`src/rtl/and_gate_dual_style_pkg.sv`:
```
// Shared constants for gate-library observers so every instance agrees on counter width.
package and_gate_dual_style_pkg;

    localparam int unsigned CNT_W_DEFAULT = 16;
    localparam logic [CNT_W_DEFAULT-1:0] CNT_MAX = '1;

endpackage

```
`src/rtl/and_gate_dual_style.sv`:
```
// Two-input AND driven by two independent combinational constructs, plus a clocked observer
// (registered copy and saturating high-cycle count) that never feeds back into the gate.
module and_gate_dual_style
    import and_gate_dual_style_pkg::*;
#(
    parameter int unsigned CNT_W = CNT_W_DEFAULT
) (
    input  logic             clk,
    input  logic             rst_n,
    input  logic             a,
    input  logic             b,
    output logic             out_assign,
    output logic             out_alwaysblock,
    output logic             out_q,
    output logic [CNT_W-1:0] high_cnt
);

    localparam logic [CNT_W-1:0] CntSat = '1;

    logic             r_out_q;
    logic [CNT_W-1:0] r_high_cnt;
    logic             w_and;

    // The two outputs are deliberately separate constructs; neither is derived from the other.
    assign out_assign = a & b;

    always_comb begin
        out_alwaysblock = a & b;
    end

    assign w_and = a & b;

    always_ff @(posedge clk or negedge rst_n) begin
        if (!rst_n) begin
            r_out_q    <= 1'b0;
            r_high_cnt <= '0;
        end else begin
            r_out_q <= w_and;
            if (w_and && (r_high_cnt != CntSat)) begin
                r_high_cnt <= r_high_cnt + CNT_W'(1);
            end
        end
    end

    assign out_q    = r_out_q;
    assign high_cnt = r_high_cnt;

endmodule

```
`config.mk`:
```
export PLATFORM = sky130hd
export DESIGN_NAME = and_gate_dual_style
export DESIGN_NICKNAME = d
export VERILOG_FILES = /design/src/rtl/and_gate_dual_style_pkg.sv /design/src/rtl/and_gate_dual_style.sv
export SDC_FILE = /design/constraint.sdc
export NUM_CORES = 1
export LEC_CHECK = 0
export BUFFER_PORTS_ARGS = -buffer_cell sky130_fd_sc_hd__buf_4
export CAP_MARGIN = 30
export CORE_MARGIN = 1
export CORE_UTILIZATION = 54
export DETAILED_ROUTE_END_ITERATION = 12
export PLACE_DENSITY = 0.86
export SLEW_MARGIN = 5
export SYNTH_ARGS = -nofsm -noshare
export SYNTH_HDL_FRONTEND = slang
export SYNTH_SLANG_ARGS = --single-unit
```
`constraint.sdc`:
```
create_clock -name clk -period 3.2 [get_ports clk]
set_input_delay 0.48 -clock clk [delete_from_list [all_inputs] [get_ports clk]]
set_output_delay 0.48 -clock clk [all_outputs]
set_load 0.02 [all_outputs]
```
; ---- Yosys cells after proc, flatten, opt, wreduce, memory -nomap -nowiden
; Index checks and enable logic that the tools add are counted.
[word_totals]
ff_bits = 17
out_inout_bits = 19
wordCells = 6
[classes]
add_sub_neg = 1
eq_ne = 1
bitwise = 1
reduce_logical = 1
[ops]
columns = operator, n
row1 = 16-bit by 1-bit adder with 16-bit output (second input constant), 1
row2 = 16-bit != test (second input constant), 1
row3 = 1-bit bitwise AND, 1
row4 = 1-bit logical AND, 1

; ---- Logic depth before layout (Yosys ltp)
[depth]
ltp_word = 2
depth_mapped = 5

; ---- Worst setup path before layout
; Ideal clock, no wire load.
[synth_path]
kind = register to register
start = reg r_high_cnt[0] (netlist: high_cnt[0])
end = reg r_high_cnt[1] (netlist: high_cnt[1])
setup_ns = 0.125
arrival_time_ns = 1.546
path_slack_ns = 1.529
path_stages_with_launch = 6
n_path_buf = 0
period_less_slack_ns = 1.671
cell_sequence = dfrtp_1 ha_1 nand4_1 nor4_4 nor2_2 mux2_4
[synth_between]
elab_chain_len = 2
elab_cells_between_ends = 3
classes_between = add/sub (1) / eq/ne (1) / reduce/logical (1)
[synth_rtl]
columns = element, line_no
row1 = "start, declared", and_gate_dual_style.sv:21  ; logic [CNT_W-1:0] r_high_cnt;
row2 = "start signal, assigned", and_gate_dual_style.sv:40  ; r_high_cnt <= r_high_cnt + CNT_W'(1);
row3 = "parallel branches: the longest is 2 deep, another holds 16-bit by 1-bit adder with 16-bit output", -
; Several ways; the timed one is not identified.
; A chain may end at the register's enable or synchronous reset.

; ---- Worst setup path after layout
; Same ends and word-level chain as after synthesis.

==> flow_summary.json <==
{
  "outcome": "finished clean",
  "start_kind": "flip-flop",
  "ctsHoldBuffers": 0,
  "antenna_found_initial": 0,
  "maxSlewHeadroom_pct": 66.2,
  "syn_to_final_growth_pct": 23.9,
  "comb_power_share_pct": 30.8,
  "fp.dieW_um": 41.9,
  "switching_power_w": 0.000229,
  "cts_buffer_depth": 2,
  "cts.sinks": 17,
  "cts-root-buf": "clkbuf_4",
  "clock_latency_ns": 0.29,
  "syn_nets": 81,
  "p_int_w": 0.000386,
  "grt_usage_pct": 22.4,
  "path_max_fanout": 6,
  "grt_overflow": 0,
  "whs_ns": 0.0257,
  "async_reset_ff_share_pct": 100,
  "cts.reportedPaths.clkPinSlew_ns": 0.10,
  "place.gp.congestion": 0.907,
  "hpwlAfterDp_um": 1390,
  "viasPerCell": 5.97,
  "yosysWarningCount": 0,
  "grt_max_degree": 18,
  "drtIter0Drc": 10,
  "switching_share_pct": 37.2,
  "tightest_slew_ns": 0.503,
  "ant_nets": 0,
  "tns_ns": 0,
  "fin_skew_ns": 0.00687,
  "hold_path_class": "primary input to async pin",
  "rows": 14,
  "timing.final.max_slew_violations": 0,
  "fp.coreArea_um2": 1490,
  "power_frac_seq_pct": 50.7,
  "final_layout_size_suffix_gt1_share_pct": 33.7,
  "cts_tree": "built",
  "crit_path_top_delay_cell": "dfrtp_1",
  "start_util_pct": 57.7,
  "fmax_mhz": 581,
  "numPortBuffers": 22,
  "syn_area_per_cell_um2": 11.3,
  "seq_area_frac_synth_pct": 49.5,
  "syn_inst": 76,
  "nFillCells": 108,
  "setup_viol": 0,
  "max_cap_violations": 0,
  "cp-end-kind": "flip-flop",
  "power_frac_clock_pct": 18.5,
  "power.static_leakage_nw": 0.545,
  "critPathArrivalTime_ns": 1.90,
  "path_class": "flip-flop to flip-flop",
  "power_density_nw_per_um2": 577,
  "dp_slack_ns": 1.50,
  "finalPower_w": 0.000615,
  "first_pass_iters": 4,
  "grt_pass1_wl_um": 2900,
  "ctsResizeCount": 0,
  "grt_pass1_vias": 662,
  "drc": 0,
  "max_stage_delay_ns": 0.44,
  "worst_ir_drop_vdd_mv": 0.385,
  "n_antenna_cell": 0,
  "ctsHtreeMaxLevel": 1,
  "wl_per_cell_um": 15.3,
  "post-route-min-period_ns": 1.72,
  "synth_edf_count": 0,
  "cts_buffers": 3,
  "nNetsFinal": 107,
  "rsz0062_at_grt": "no",
  "fin_ws_ns": 1.48,
  "post_cts_buffers": 0,
  "die_area_um2": 1760,
  "period_share_pct": 53.7,
  "synth_area_um2": 860,
  "yosys.cell_types.count": 27,
  "synth_seq_cells": 17,
  "die_y_um": 41.9,
  "pin_count": 23,
  "required_ns": 3.38,
  "vias": 699,
  "synth-main-ff-cell": "dfrtp_1",
  "path_cells": "ha_1 > nand4_1 > nor4_4 > nor2_2 > mux2_4",
  "wirelength_um": 1790,
  "hold_violations": 0,
  "fin_util_pct": 71.5
}
-- registers in the layout (all words and copies together) (netlist names) --
register and cells:
out_q 1, high_cnt 16
-- cell usage after synthesis, types with 2 or more instances --
cell	number	area, µm²
xor2_1	8	70.1
dfrtp_1	17	425
nand3_2	2	20.0
a21oi_1	3	15.0
nand2_1	5	18.8
xnor2_1	4	35.0
nor3_1	4	20.0
nand3_1	4	20.0
nor2_1	5	18.8
nand4_1	6	37.5
and3_1	2	12.5
-- area by class of cell --
class                      count  area [µm²]  area share (%)
timing repair buffer          22         165            15.5
tap                           16        20.0            1.88
inverter                       1        3.75           0.353
clock buffer                   3        22.5            2.12
multi-input combinational     57         423            39.7
clock inverter                 1        5.00           0.470
sequential                    17         425            40.0
-- logic make-up (layout without fill, tap and decap cells) --
family                     Yosys count  count (layout)  synth area share [%]
muxes                                1               1                  1.75
DFF                                 17              17                  49.5
xor gates and xnor gates            12              12                  12.2
buffers and inverters                2              27                  1.31
and+or+nand+nor                     37              37                  29.4
adders and majority gates            1               1                  1.46
AOI/OAI and AO/OA                    6               6                  4.37
-- per-stage QoR --
stage	area, µm²	std cells
after floorplan	860	76
after global placement	1040	113
after detailed placement	1040	113
after CTS	1060	117
after global routing	1060	117
final	1060	117
-- per-layer routing --
layer / GRT usage (%) / vias up / part of all wire, %
met4: 10.3 / 0 / 1.9
li1: - / 329 / -
met5: 0 / - / 0
met2: 36.6 / 24 / 51
met1: 28.5 / 341 / 44
met3: 4.35 / 5 / 3.9
-- path summary, 6_finish.rpt --
| path | startpoint | endpoint | slack, ns | cells after the start |
|---|---|---|---|---|
| min reg2reg | high_cnt[15] | high_cnt[15] | 0.55 | 1 |
| max reg2reg | high_cnt[0] | high_cnt[1] | 1.48 | 5 |
| min in group clk | a | out_q | 0.54 | 3 |
| min | rst_n | high_cnt[3] | 0.03 | 1 |
| max | high_cnt[0] | high_cnt[1] | 1.48 | 5 |
| max in group asynchronous | rst_n | high_cnt[9] | 2.98 | 1 |
-- power by group through the flow --
stage	clock, W	sequential (W)	combinational [W]
3_3_place_gp	0	0.000311	0.000183
2_1_floorplan	0	0.000348	0.0000641
3_5_place_dp	0	0.000314	0.000192
6_report	0.000114	0.000312	0.000189
4_1_cts	0.000117	0.000311	0.000191
5_1_grt	0.000126	0.000319	0.000204
-- layout by cell type (no fill, tap or decap), types with 2 or more instances in the layout --
cell type / n
a21oi_1: 3
and3_1: 2
buf_4: 22
clkbuf_4: 3
dfrtp_1: 17
nand2_1: 5
nand3_1: 4
nand3_2: 2
nand4_1: 6
nor2_1: 5
nor3_1: 4
xnor2_1: 4
xor2_1: 8
-- worst max-delay path: cells and delay by family (launching register included) --
family,cells,cell delay (ns)
AND/OR/NAND/NOR,3,0.60
flip-flops,1,0.44
multiplexers,1,0.30
adder cells (fa/ha/maj),1,0.27
Note: power is estimated with default switching activity, not from simulation.
